File: src/rtl/game_config_select_if.sv
// Interface: game_config_select_if
// Bundles the Flood-It setup-menu signals into one port.
//   Buttons (menu inputs) : up, down, left, right, center  -- raw async pushbuttons, active-high
//   Handshake in          : board_ready, ack_begin_game, game_over
//   Menu outputs          : size[4:0], color_num[3:0], field_sel
//   Latched game config   : final_size[4:0], final_color_num[3:0], total_tries[7:0]
//   Handshake out         : initialize_board, begin_game, mode
// Modports:
//   master -- the menu block (drives the outputs, reads buttons/handshake)
//   slave  -- the environment (buttons, board generator, game core)
interface game_config_select_if;
    logic       up;
    logic       down;
    logic       left;
    logic       right;
    logic       center;
    logic       board_ready;
    logic       ack_begin_game;
    logic       game_over;
    logic [4:0] size;
    logic [3:0] color_num;
    logic       field_sel;
    logic [4:0] final_size;
    logic [3:0] final_color_num;
    logic [7:0] total_tries;
    logic       initialize_board;
    logic       begin_game;
    logic       mode;

    modport master (
        input  up, down, left, right, center,
        input  board_ready, ack_begin_game, game_over,
        output size, color_num, field_sel,
        output final_size, final_color_num, total_tries,
        output initialize_board, begin_game, mode
    );

    modport slave (
        output up, down, left, right, center,
        output board_ready, ack_begin_game, game_over,
        input  size, color_num, field_sel,
        input  final_size, final_color_num, total_tries,
        input  initialize_board, begin_game, mode
    );
endinterface

File: src/rtl/game_config_select.sv
// Module: game_config_select
// Flood-It game-setup menu. Debounces five pushbuttons, lets the player edit the board
// size and colour count (wrap-around, hold-to-repeat on UP/DOWN), computes the move
// budget and runs the setup -> init -> begin -> play handshake with the board/game core.
// Ports:
//   clk_i    in  system clock
//   rst_i    in  asynchronous active-high reset
//   cfg_bus  game_config_select_if.master
//            in : up/down/left/right/center buttons, board_ready, ack_begin_game, game_over
//            out: size, color_num, field_sel (0 = colour count, 1 = size),
//                 final_size, final_color_num, total_tries (latched at game start),
//                 initialize_board, begin_game (level requests), mode (0 = menu, 1 = game)
module game_config_select #(
    parameter int SIZE_MIN      = 2,
    parameter int SIZE_MAX      = 26,
    parameter int SIZE_STEP     = 4,
    parameter int COLOR_MIN     = 3,
    parameter int COLOR_MAX     = 8,
    parameter int DEB_CYCLES    = 100000,
    parameter int HOLD_CYCLES   = 50000000,
    parameter int REPEAT_CYCLES = 10000000,
    parameter int TRIES_NUM     = 5,
    parameter int TRIES_SHIFT   = 4
) (
    input  logic                 clk_i,
    input  logic                 rst_i,
    game_config_select_if.master cfg_bus
);

    localparam int NBTN    = 5;
    localparam int BTN_UP  = 0;
    localparam int BTN_DN  = 1;
    localparam int BTN_LF  = 2;
    localparam int BTN_RT  = 3;
    localparam int BTN_CE  = 4;
    localparam int DEB_W   = $clog2(DEB_CYCLES + 1);
    localparam int REP_W   = $clog2(HOLD_CYCLES + 1);

    localparam logic [4:0] RST_SIZE  = 5'd14;
    localparam logic [3:0] RST_COLOR = 4'd6;
    localparam logic [7:0] RST_TRIES = 8'd26;

    typedef enum logic [1:0] {ST_SETUP, ST_INIT, ST_START, ST_PLAY} state_t;

    logic [NBTN-1:0] btn_raw;
    logic [NBTN-1:0] press_vec;   // one-cycle debounced press pulses
    logic [1:0]      held_vec;    // debounced levels of UP/DOWN
    logic [1:0]      rep_vec;     // auto-repeat pulses of UP/DOWN

    assign btn_raw = {cfg_bus.center, cfg_bus.right, cfg_bus.left, cfg_bus.down, cfg_bus.up};

    // Synchroniser + debounce + rising-edge pulse, one instance per button.
    // The counter runs only while the synchronised level differs from the accepted
    // level, so any bounce back to the accepted level restarts it.
    for (genvar gi = 0; gi < NBTN; gi++) begin : g_btn
        logic             sync1_q;
        logic             sync2_q;
        logic             stable_q;
        logic             press_q;
        logic [DEB_W-1:0] deb_cnt_q;

        always_ff @(posedge clk_i or posedge rst_i) begin
            if (rst_i) begin
                sync1_q   <= 1'b0;
                sync2_q   <= 1'b0;
                stable_q  <= 1'b0;
                press_q   <= 1'b0;
                deb_cnt_q <= '0;
            end else begin
                sync1_q <= btn_raw[gi];
                sync2_q <= sync1_q;
                press_q <= 1'b0;
                if (sync2_q == stable_q) begin
                    deb_cnt_q <= '0;
                end else if (deb_cnt_q == DEB_W'(DEB_CYCLES - 1)) begin
                    stable_q  <= sync2_q;
                    press_q   <= sync2_q;
                    deb_cnt_q <= '0;
                end else begin
                    deb_cnt_q <= deb_cnt_q + DEB_W'(1);
                end
            end
        end

        assign press_vec[gi] = press_q;

        if (gi < 2) begin : g_held
            assign held_vec[gi] = stable_q;
        end
    end

    // Auto-repeat for UP/DOWN. The counter starts from zero on the press edge; the
    // first extra pulse fires HOLD_CYCLES later, after which the counter is rewound
    // so that it reaches HOLD_CYCLES again every REPEAT_CYCLES.
    for (genvar gi = 0; gi < 2; gi++) begin : g_rep
        logic [REP_W-1:0] rep_cnt_q;
        logic [REP_W-1:0] rep_inc;
        logic             rep_q;

        assign rep_inc = rep_cnt_q + REP_W'(1);

        always_ff @(posedge clk_i or posedge rst_i) begin
            if (rst_i) begin
                rep_cnt_q <= '0;
                rep_q     <= 1'b0;
            end else begin
                rep_q <= 1'b0;
                if (!held_vec[gi]) begin
                    rep_cnt_q <= '0;
                end else if (rep_inc == REP_W'(HOLD_CYCLES)) begin
                    rep_q     <= 1'b1;
                    rep_cnt_q <= REP_W'(HOLD_CYCLES - REPEAT_CYCLES);
                end else begin
                    rep_cnt_q <= rep_inc;
                end
            end
        end

        assign rep_vec[gi] = rep_q;
    end

    logic up_evt;
    logic dn_evt;
    assign up_evt = press_vec[BTN_UP] | rep_vec[BTN_UP];
    assign dn_evt = press_vec[BTN_DN] | rep_vec[BTN_DN];

    // Step up with wrap; a value outside [lo,hi] snaps to lo.
    function automatic int wrap_up(input int v, input int lo, input int hi, input int st);
        if (v < lo || v > hi) return lo;
        if (v == hi)          return lo;
        if (v + st > hi)      return hi;
        return v + st;
    endfunction

    // Step down with wrap; a value outside [lo,hi] snaps to lo.
    function automatic int wrap_dn(input int v, input int lo, input int hi, input int st);
        if (v < lo || v > hi) return lo;
        if (v == lo)          return hi;
        if (v - st < lo)      return lo;
        return v - st;
    endfunction

    // Move budget: (size * colours * TRIES_NUM) >> TRIES_SHIFT, floored at 1, saturated at 255.
    function automatic logic [7:0] calc_tries(input logic [4:0] s, input logic [3:0] c);
        logic [15:0] prod;
        logic [15:0] shifted;
        prod    = 16'(s) * 16'(c) * 16'(TRIES_NUM);
        shifted = prod >> TRIES_SHIFT;
        if (shifted == 16'd0)   return 8'd1;
        if (shifted > 16'd255)  return 8'hFF;
        return shifted[7:0];
    endfunction

    state_t     state_q, state_d;
    logic [4:0] size_q, size_d;
    logic [3:0] color_q, color_d;
    logic       field_sel_q, field_sel_d;
    logic [4:0] final_size_q, final_size_d;
    logic [3:0] final_color_q, final_color_d;
    logic [7:0] tries_q, tries_d;
    logic       init_q, init_d;
    logic       begin_q, begin_d;
    logic       mode_q, mode_d;

    always_ff @(posedge clk_i or posedge rst_i) begin
        if (rst_i) begin
            state_q       <= ST_SETUP;
            size_q        <= RST_SIZE;
            color_q       <= RST_COLOR;
            field_sel_q   <= 1'b0;
            final_size_q  <= RST_SIZE;
            final_color_q <= RST_COLOR;
            tries_q       <= RST_TRIES;
            init_q        <= 1'b0;
            begin_q       <= 1'b0;
            mode_q        <= 1'b0;
        end else begin
            state_q       <= state_d;
            size_q        <= size_d;
            color_q       <= color_d;
            field_sel_q   <= field_sel_d;
            final_size_q  <= final_size_d;
            final_color_q <= final_color_d;
            tries_q       <= tries_d;
            init_q        <= init_d;
            begin_q       <= begin_d;
            mode_q        <= mode_d;
        end
    end

    always_comb begin
        state_d       = state_q;
        size_d        = size_q;
        color_d       = color_q;
        field_sel_d   = field_sel_q;
        final_size_d  = final_size_q;
        final_color_d = final_color_q;
        tries_d       = tries_q;
        init_d        = init_q;
        begin_d       = begin_q;

        unique case (state_q)
            ST_SETUP: begin
                if (press_vec[BTN_CE]) begin
                    final_size_d  = size_q;
                    final_color_d = color_q;
                    tries_d       = calc_tries(size_q, color_q);
                    init_d        = 1'b1;
                    state_d       = ST_INIT;
                end else begin
                    // Simultaneous UP and DOWN cancel. The edit uses the selection
                    // as it was before any coincident LEFT toggle.
                    if (up_evt != dn_evt) begin
                        if (field_sel_q) begin
                            size_d = up_evt
                                ? 5'(wrap_up(int'(size_q), SIZE_MIN, SIZE_MAX, SIZE_STEP))
                                : 5'(wrap_dn(int'(size_q), SIZE_MIN, SIZE_MAX, SIZE_STEP));
                        end else begin
                            color_d = up_evt
                                ? 4'(wrap_up(int'(color_q), COLOR_MIN, COLOR_MAX, 1))
                                : 4'(wrap_dn(int'(color_q), COLOR_MIN, COLOR_MAX, 1));
                        end
                    end
                    if (press_vec[BTN_LF]) begin
                        field_sel_d = ~field_sel_q;
                    end
                end
            end
            ST_INIT: begin
                if (cfg_bus.board_ready) begin
                    begin_d = 1'b1;
                    state_d = ST_START;
                end
            end
            ST_START: begin
                if (cfg_bus.ack_begin_game) begin
                    begin_d = 1'b0;
                    init_d  = 1'b0;
                    state_d = ST_PLAY;
                end
            end
            ST_PLAY: begin
                if (press_vec[BTN_RT] || cfg_bus.game_over) begin
                    state_d = ST_SETUP;
                end
            end
            default: state_d = ST_SETUP;
        endcase

        mode_d = (state_d != ST_SETUP);
    end

    assign cfg_bus.size             = size_q;
    assign cfg_bus.color_num        = color_q;
    assign cfg_bus.field_sel        = field_sel_q;
    assign cfg_bus.final_size       = final_size_q;
    assign cfg_bus.final_color_num  = final_color_q;
    assign cfg_bus.total_tries      = tries_q;
    assign cfg_bus.initialize_board = init_q;
    assign cfg_bus.begin_game       = begin_q;
    assign cfg_bus.mode             = mode_q;

endmodule
File: src/flat_wrapper.sv
// flat-port wrapper written by rule: the top's interface ports become plain ports
module game_config_select_flat 
#(
    parameter int SIZE_MIN      = 2,
    parameter int SIZE_MAX      = 26,
    parameter int SIZE_STEP     = 4,
    parameter int COLOR_MIN     = 3,
    parameter int COLOR_MAX     = 8,
    parameter int DEB_CYCLES    = 100000,
    parameter int HOLD_CYCLES   = 50000000,
    parameter int REPEAT_CYCLES = 10000000,
    parameter int TRIES_NUM     = 5,
    parameter int TRIES_SHIFT   = 4
)
  (clk_i, rst_i, cfg_bus_up, cfg_bus_down, cfg_bus_left, cfg_bus_right, cfg_bus_center, cfg_bus_board_ready, cfg_bus_ack_begin_game, cfg_bus_game_over, cfg_bus_size, cfg_bus_color_num, cfg_bus_field_sel, cfg_bus_final_size, cfg_bus_final_color_num, cfg_bus_total_tries, cfg_bus_initialize_board, cfg_bus_begin_game, cfg_bus_mode);
  game_config_select_if cfg_bus_i ();
  input  logic clk_i;
  input  logic rst_i;
  input wire logic [$bits(cfg_bus_i.up)-1:0] cfg_bus_up;
  input wire logic [$bits(cfg_bus_i.down)-1:0] cfg_bus_down;
  input wire logic [$bits(cfg_bus_i.left)-1:0] cfg_bus_left;
  input wire logic [$bits(cfg_bus_i.right)-1:0] cfg_bus_right;
  input wire logic [$bits(cfg_bus_i.center)-1:0] cfg_bus_center;
  input wire logic [$bits(cfg_bus_i.board_ready)-1:0] cfg_bus_board_ready;
  input wire logic [$bits(cfg_bus_i.ack_begin_game)-1:0] cfg_bus_ack_begin_game;
  input wire logic [$bits(cfg_bus_i.game_over)-1:0] cfg_bus_game_over;
  output wire logic [$bits(cfg_bus_i.size)-1:0] cfg_bus_size;
  output wire logic [$bits(cfg_bus_i.color_num)-1:0] cfg_bus_color_num;
  output wire logic [$bits(cfg_bus_i.field_sel)-1:0] cfg_bus_field_sel;
  output wire logic [$bits(cfg_bus_i.final_size)-1:0] cfg_bus_final_size;
  output wire logic [$bits(cfg_bus_i.final_color_num)-1:0] cfg_bus_final_color_num;
  output wire logic [$bits(cfg_bus_i.total_tries)-1:0] cfg_bus_total_tries;
  output wire logic [$bits(cfg_bus_i.initialize_board)-1:0] cfg_bus_initialize_board;
  output wire logic [$bits(cfg_bus_i.begin_game)-1:0] cfg_bus_begin_game;
  output wire logic [$bits(cfg_bus_i.mode)-1:0] cfg_bus_mode;
  assign cfg_bus_i.up = cfg_bus_up;
  assign cfg_bus_i.down = cfg_bus_down;
  assign cfg_bus_i.left = cfg_bus_left;
  assign cfg_bus_i.right = cfg_bus_right;
  assign cfg_bus_i.center = cfg_bus_center;
  assign cfg_bus_i.board_ready = cfg_bus_board_ready;
  assign cfg_bus_i.ack_begin_game = cfg_bus_ack_begin_game;
  assign cfg_bus_i.game_over = cfg_bus_game_over;
  assign cfg_bus_size = cfg_bus_i.size;
  assign cfg_bus_color_num = cfg_bus_i.color_num;
  assign cfg_bus_field_sel = cfg_bus_i.field_sel;
  assign cfg_bus_final_size = cfg_bus_i.final_size;
  assign cfg_bus_final_color_num = cfg_bus_i.final_color_num;
  assign cfg_bus_total_tries = cfg_bus_i.total_tries;
  assign cfg_bus_initialize_board = cfg_bus_i.initialize_board;
  assign cfg_bus_begin_game = cfg_bus_i.begin_game;
  assign cfg_bus_mode = cfg_bus_i.mode;
  game_config_select #(.SIZE_MIN(SIZE_MIN), .SIZE_MAX(SIZE_MAX), .SIZE_STEP(SIZE_STEP), .COLOR_MIN(COLOR_MIN), .COLOR_MAX(COLOR_MAX), .DEB_CYCLES(DEB_CYCLES), .HOLD_CYCLES(HOLD_CYCLES), .REPEAT_CYCLES(REPEAT_CYCLES), .TRIES_NUM(TRIES_NUM), .TRIES_SHIFT(TRIES_SHIFT)) u_core (.clk_i(clk_i), .rst_i(rst_i), .cfg_bus(cfg_bus_i));
endmodule
File: config.mk
export PLATFORM = sky130hd
export DESIGN_NAME = game_config_select_flat
export DESIGN_NICKNAME = d
export VERILOG_FILES = /design/src/rtl/game_config_select_if.sv /design/src/rtl/game_config_select.sv /design/src/flat_wrapper.sv
export SDC_FILE = /design/constraint.sdc
export NUM_CORES = 1
export LEC_CHECK = 0
export ABC_AREA = 1
export BUFFER_PORTS_ARGS = -buffer_cell sky130_fd_sc_hd__buf_2
export CORE_MARGIN = 5
export CORE_UTILIZATION = 63
export DETAILED_ROUTE_END_ITERATION = 12
export PLACE_DENSITY = 0.81
export SLEW_MARGIN = 20
export SYNTH_ARGS = -nofsm -noshare
export SYNTH_HDL_FRONTEND = slang
export SYNTH_SLANG_ARGS = --single-unit
File: constraint.sdc
create_clock -name clk_i -period 6.3 [get_ports clk_i]
set_input_delay 0.63 -clock clk_i [delete_from_list [all_inputs] [get_ports clk_i]]
set_output_delay 0.63 -clock clk_i [all_outputs]
set_load 0.05 [all_outputs]
==> impl_metrics.json, run 1 <==
{
  "status": "complete, no violations",
  "max-cap-violations": 0,
  "grt_pass1_wl_microns": 36900,
  "synth_cells": 1373,
  "cellLeakagePower_nw": 5.35,
  "firstDrtPassIters": 5,
  "cts_resized": 0,
  "placed_area_sq_um": 10900,
  "max_stage_delay_ns": 0.67,
  "clk_pin_slew_worst_paths_ns": 0.07,
  "finalMaxSlewViolations": 0,
  "area_delta_synth_final_pct": 9.59,
  "hold_viol_final": 0,
  "antenna_found_initial": 0,
  "maxSlewHeadroom": 0.359,
  "syn_area_per_cell_sq_um": 7.62,
  "postRouteAntennaNets": 0,
  "drtIter0Drc": 651,
  "path_cells": "nand2_1 > fa_1 > inv_1 > fa_1 > inv_1 > fa_1 > nand3b_1 > nand2_1 > xor2_1 > ha_1 > ha_1 > a21oi_1 > nand2_1 > a21boi_0 > nor2_1 > o211ai_1 > nand3_1 > a21oi_1",
  "vias": 8845,
  "diodes": 0,
  "setup_tns_ns": 0,
  "die_x_microns": 139,
  "grt_pass1_vias": 8299,
  "htree_levels": 4,
  "via_per_inst": 5.35,
  "fp.dieArea_sq_um": 19300,
  "irDropWorstVdd_v": 0.000208,
  "routedWlPerCell_microns": 12.8,
  "cp_data_arrival_time_ns": 5.10,
  "grt_max_degree": 122,
  "cp_top_family": "adder cells",
  "clock_sinks": 189,
  "fin_skew_ns": 0.0101,
  "worstSetupStartpointType": "register",
  "final_cells": 1654,
  "crit_path_top_delay_cell": "dfstp_2",
  "setup-violations-final": 0,
  "grt.total_usage": 0.226,
  "gp_congestion": 0.905,
  "die_h_microns": 139,
  "min_path_type": "primary input to register",
  "worstPathRequired_ns": 6.65,
  "root_buffer": "clkbuf_16",
  "hold_slack_ns": 0.293,
  "fin_crit_sh": 0.754,
  "synth_cell_types": 41,
  "power.density_nw_per_um2": 213,
  "endpoint_kind": "register",
  "cts_tree": "done",
  "rsz0062_at_grt": "false",
  "post_cts_buffers": 0,
  "critPathMaxFanout": 14,
  "io_pins": 40,
  "worstMarginPinSlew_ns": 0.959,
  "start_util": 0.636,
  "drive_above_1_share": 0.0753,
  "io_buffers": 37,
  "worstSkewPairLatency_ns": 0.44,
  "fmax_mhz": 211,
  "post-route-cell-area_sq_um": 11500,
  "ctsHoldBuffers": 0,
  "fp-row-count": 47,
  "route.detailed.drc": 0,
  "dp.cells": 1622,
  "fin_crit_ns": 4.75,
  "fp.coreArea_sq_um": 16500,
  "yosys.area.top_type_share": 0.421,
  "critPathKind": "register to register",
  "cts_max_path_buffers": 2,
  "netlist_top_cells_area": "dfrtp_1 42%, nand2_1 12%, nor2_1 8.2%, inv_1 6.6%, nand3_1 4.5%",
  "post-dp-hpwl_microns": 15300,
  "ys_ff_latch": 189,
  "fin_nets": 1475,
  "gr-total-overflow": 0,
  "cts_buffers": 17,
  "yosysSeqAreaShare": 0.453,
  "cp_num_buf_inv": 2,
  "fillCellCount": 1326,
  "syn_area_sq_um": 10500,
  "synth_top_area_cell": "dfrtp_1",
  "yosys_warnings": 0,
  "routed_wl_microns": 21300
}
-- report_power, final --
group | internal, W | switching [W]
clock | 0.000564 | 0.000483
combinational | 0.0000398 | 0.000106
sequential | 0.00124 | 0.0000155
-- cells by family (layout without fill, tap and decap cells) --
family | Yosys count | after routing | synth area share
buffers and inverters | 200 | 257 | 0.0726
AO/OA/AOI/OAI | 147 | 147 | 0.0771
XOR/XNOR | 45 | 45 | 0.0377
other | 2 | 6 | 0.000718
AND/OR/NAND/NOR | 746 | 746 | 0.301
adder cells (fa/ha/maj) | 44 | 44 | 0.0576
flip-flops | 189 | 189 | 0.453
-- area by class of cell --
class / instances / area (sq um) / area share
inverters: 187 / 709 / 0.0619
flip-flops and latches: 189 / 4750 / 0.414
multi-input cells: 988 / 4980 / 0.434
repair buffers: 38 / 193 / 0.0168
clock inverters: 13 / 128 / 0.0111
clock buffers: 19 / 443 / 0.0386
well taps: 220 / 275 / 0.0240
-- layer usage --
metal | GRT usage | share of wire | up-vias | wire [microns]
li1 | - | - | 4473 | -
met1 | 0.296 | 0.46 | 4139 | 9670
met2 | 0.380 | 0.48 | 197 | 10300
met3 | 0.0445 | 0.043 | 36 | 905
met4 | 0.0762 | 0.019 | 0 | 414
met5 | 0 | 0 | - | 0
-- sequential cells by signal (all words and copies together) (netlist names) --
| register | flops |
|---|---|
| u_core.cfg_bus.begin_game | 1 |
| u_core.cfg_bus.final_color_num | 4 |
| u_core.g_btn.sync2_q | 5 |
| u_core.g_btn.press_q | 5 |
| u_core.g_btn.stable_q | 5 |
| u_core.cfg_bus.mode | 1 |
| u_core.cfg_bus.final_size | 4 |
| u_core.cfg_bus.size | 4 |
| u_core.g_btn.sync1_q | 5 |
| u_core.g_rep.rep_cnt_q | 52 |
| u_core.cfg_bus.total_tries | 8 |
| u_core.cfg_bus.field_sel | 1 |
| u_core.cfg_bus.initialize_board | 1 |
| u_core.g_rep.rep_q | 2 |
| u_core.cfg_bus.color_num | 4 |
| u_core.state_q | 2 |
| u_core.g_btn.deb_cnt_q | 85 |
-- path summary, 6_finish.rpt --
check                                             from  cells after the start  slack (ns)                            end
min                                     cfg_bus_center                      1        0.29        u_core.g_btn[4].sync1_q
max in group asynchronous                        rst_i                      3        4.66         u_core.cfg_bus.size[4]
min in group asynchronous                        rst_i                      2        0.32   u_core.g_btn[0].deb_cnt_q[9]
max reg2reg                u_core.cfg_bus.color_num[2]                     18        1.55  u_core.cfg_bus.total_tries[0]
min reg2reg                    u_core.g_btn[0].sync1_q                      0        0.35        u_core.g_btn[0].sync2_q
max                        u_core.cfg_bus.color_num[2]                     18        1.55  u_core.cfg_bus.total_tries[0]
-- synthesized netlist by cell type (all sizes together) --
| cell | count |
|---|---|
| dfrtp | 176 |
| clkinv | 3 |
| ha | 37 |
| o21bai | 4 |
| and2 | 1 |
| nor3 | 27 |
| nor3b | 4 |
| nor2 | 243 |
| a211oi | 8 |
| a21boi | 2 |
| a21o | 2 |
| nor4 | 7 |
| or2 | 3 |
| nand3 | 94 |
| nand3b | 4 |
| nand2 | 335 |
| o211a | 1 |
| o21ai | 60 |
| and3 | 1 |
| fa | 7 |
| o211ai | 3 |
| xnor2 | 21 |
| clkbuf | 9 |
| dfstp | 13 |
| a21oi | 56 |
| o221a | 1 |
| a31oi | 9 |
| nand4 | 27 |
| inv | 184 |
| buf | 4 |
| o22ai | 1 |
| xor2 | 24 |
| conb | 2 |
-- cell usage in the layout, fill, tap and decap left out, drive strengths merged, types with 4 or more instances in the layout --
cell and n:
a21oi 56, dfstp 13, clkinv 7, fa 7, nor4 7, nor3b 4, ha 37, clkbuf 19
xor2 24, a31oi 9, nand2 335, inv 190, o21bai 4, nand3 94, conb 6, buf 38
o21ai 60, nand4 27, xnor2 21, a211oi 8, dfrtp 176, nor3 27, nand3b 4, nor2 243
-- per-stage QoR --
stage / power, W / utilization / setup slack (ns)
finish: 0.00245 / 0.697 / 1.55
global route: 0.00255 / 0.697 / 1.13
CTS: 0.00247 / 0.697 / 1.57
detailed placement: 0.00143 / 0.662 / 1.60
global placement: 0.00142 / 0.662 / 1.78
floorplan: 0.00139 / - / 0.549
Note: power is estimated with default switching activity, not from simulation.
==> inputs of run 2 (changes only) <==
==> constraint.sdc (replaced) <==
create_clock -name clk_i -period 4.9 [get_ports clk_i]
set_input_delay 0.49 -clock clk_i [delete_from_list [all_inputs] [get_ports clk_i]]
set_output_delay 0.49 -clock clk_i [all_outputs]
set_load 0.05 [all_outputs]
==> run 2 against run 1 <==
Sequential power up 29%. Setup slack worse by 1.2 ns. Clock skew down 0.0014 ns. Non-clock buffer count up 8. Die area unchanged. Combinational power up 32%. Worst hold slack worse by 0.14 ns. Routed wire length up 1.3%. Global-route usage up 0.23 points. Via count about the same. Critical path depth up 1.
==> impl_metrics.json, run 2 (synthesis results as in run 1) <==
{
  "fin_nets": 1483,
  "worstSkewPairLatency_ns": 0.44,
  "fmax_mhz": 218,
  "worstSetupStartpointType": "register",
  "htree_levels": 4,
  "io_buffers": 37,
  "start_util": 0.636,
  "gr-usage-met3": 0.0479,
  "grt_max_degree": 190,
  "postRouteAntennaNets": 0,
  "routed_wl_microns": 21500,
  "area_delta_synth_final_pct": 10.5,
  "fp-row-count": 47,
  "root_buffer": "clkbuf_16",
  "routedWlPerCell_microns": 13.0,
  "antenna_found_initial": 0,
  "use_met1": 0.310,
  "grt.total_usage": 0.228,
  "fp.coreArea_sq_um": 16500,
  "via_per_inst": 5.32,
  "clock_sinks": 189,
  "pre_cts_ws_ns": 0.232,
  "grt_pass1_wl_microns": 37500,
  "cts_buffers": 17,
  "setup_tns_ns": 0,
  "grt.busiest_layer": "met2",
  "combPwrFrac": 0.060,
  "cellLeakagePower_nw": 5.39,
  "route.detailed.drc": 0,
  "cts_tree": "done",
  "post-dp-hpwl_microns": 15100,
  "cp_data_arrival_time_ns": 4.94,
  "hold_viol_final": 0,
  "worstPathRequired_ns": 5.26,
  "cts_max_path_buffers": 2,
  "layout_common_cells": "328 x nand2_1, 230 x nor2_1, 183 x inv_1",
  "p_sw_frac": 0.247,
  "max-cap-violations": 0,
  "firstDrtPassIters": 5,
  "min_path_type": "primary input to register",
  "final_common_cell": "nand2_1",
  "power_frac_seq": 0.504,
  "setup-violations-final": 0,
  "setup_ws_ns": 0.313,
  "vias": 8837,
  "endpoint_kind": "register",
  "power_w": 0.00320,
  "power.density_nw_per_um2": 276,
  "critPathMaxFanout": 11,
  "io_pins": 40,
  "regMostFlops": "u_core.g_btn.deb_cnt_q",
  "fp.dieArea_sq_um": 19300,
  "met2_usage": 0.375,
  "critPathKind": "register to register",
  "clk_pin_slew_worst_paths_ns": 0.07,
  "drive_above_1_share": 0.0811,
  "drtIter0Drc": 592,
  "diodes": 0,
  "fillCellCount": 1302,
  "p_switching_w": 0.000789,
  "maxSlewHeadroom": 0.343,
  "worstMarginPinSlew_ns": 0.986,
  "pwr-share-clk": 0.436,
  "grt_pass1_vias": 8450,
  "die_h_microns": 139,
  "final_util": 0.703,
  "status": "complete, no violations",
  "die_x_microns": 139,
  "fin_crit_ns": 4.59,
  "fin_skew_ns": 0.00870,
  "fin_crit_sh": 0.936,
  "irDropWorstVdd_v": 0.000253,
  "gr-total-overflow": 0,
  "finalMaxSlewViolations": 0,
  "largest_register_ffs": 85,
  "internal_power_w": 0.00241,
  "gp_congestion": 0.927
}
## run 2: changes by cell type in the layout (fill, tap and decap cells not counted), sizes merged
cell,delta
buf,+8
clkinvlp,+3
clkinv,-2
inv,-2
bufinv,+1
## run 2: repair_timing
item | in CTS | in global routing
resized for setup | 0 | 5
setup buffers | 0 | 8
hold buffers | 0 | 0
setup endpoints to repair | 0 | 4
## run 2: metrics by stage
stage                     hold WS, ns  cell area [sq um]  std cells
after floorplan                 0.331              10500       1377
after global placement          0.332              10900       1622
after detailed placement        0.336              10900       1622
after CTS                       0.142              11500       1654
after global routing            0.145              11600       1662
final                           0.152              11600       1662
## run 2: layout make-up
class	instances	area (sq um)	share of cell area
multi-input cells	988	4990	0.431
flip-flops and latches	189	4750	0.410
inverters	187	706	0.0610
clock buffers	19	433	0.0374
well taps	220	275	0.0238
repair buffers	46	265	0.0229
clock inverters	13	158	0.0136
## run 2: path summary, 6_finish.rpt
check / slack [ns] / cells past startpoint / from / end
min in group asynchronous: 0.33 / 3 / rst_i / u_core.g_btn[0].sync1_q
worst max-delay path: 0.31 / 19 / u_core.cfg_bus.size[2] / u_core.cfg_bus.total_tries[0]
max in group asynchronous: 3.84 / 3 / rst_i / u_core.g_rep[1].rep_cnt_q[2]
worst min-delay path: 0.15 / 1 / cfg_bus_left / u_core.g_btn[2].sync1_q
worst min register to register: 0.35 / 0 / u_core.g_btn[0].sync1_q / u_core.g_btn[0].sync2_q
worst max register to register: 0.31 / 19 / u_core.cfg_bus.size[2] / u_core.cfg_bus.total_tries[0]
## run 2: power by group through the flow
stage,combinational (W),clock [W],sequential [W]
after floorplan,0.000111,0,0.00167
after global placement,0.000189,0,0.00164
after detailed placement,0.000195,0,0.00164
after CTS,0.000196,0.00141,0.00161
after global routing,0.000217,0.00149,0.00161
final,0.000192,0.00140,0.00161
## run 2: routing by layer
metal | vias to the layer above | wire [microns] | part of all wire
met3 | 37 | 1020 | 0.047
met5 | - | 0 | 0
met4 | 0 | 383 | 0.018
li1 | 4484 | - | -
met2 | 213 | 10300 | 0.48
met1 | 4103 | 9810 | 0.46
## run 2: worst max-delay path: stages, from the launching register on
cell      delay (ns)
dfstp_2         0.64
nand2_1         0.09
fa_1            0.49
inv_1           0.06
fa_1            0.57
inv_1           0.07
fa_1            0.44
nand3b_1        0.17
nand2_1         0.13
xor2_2          0.20
ha_1            0.26
ha_1            0.35
nand2_1         0.07
o21ai_1         0.22
nand2_1         0.14
a21oi_1         0.19
nand3_1         0.12
nand2_1         0.10
nand3_1         0.07
a21oi_1         0.12
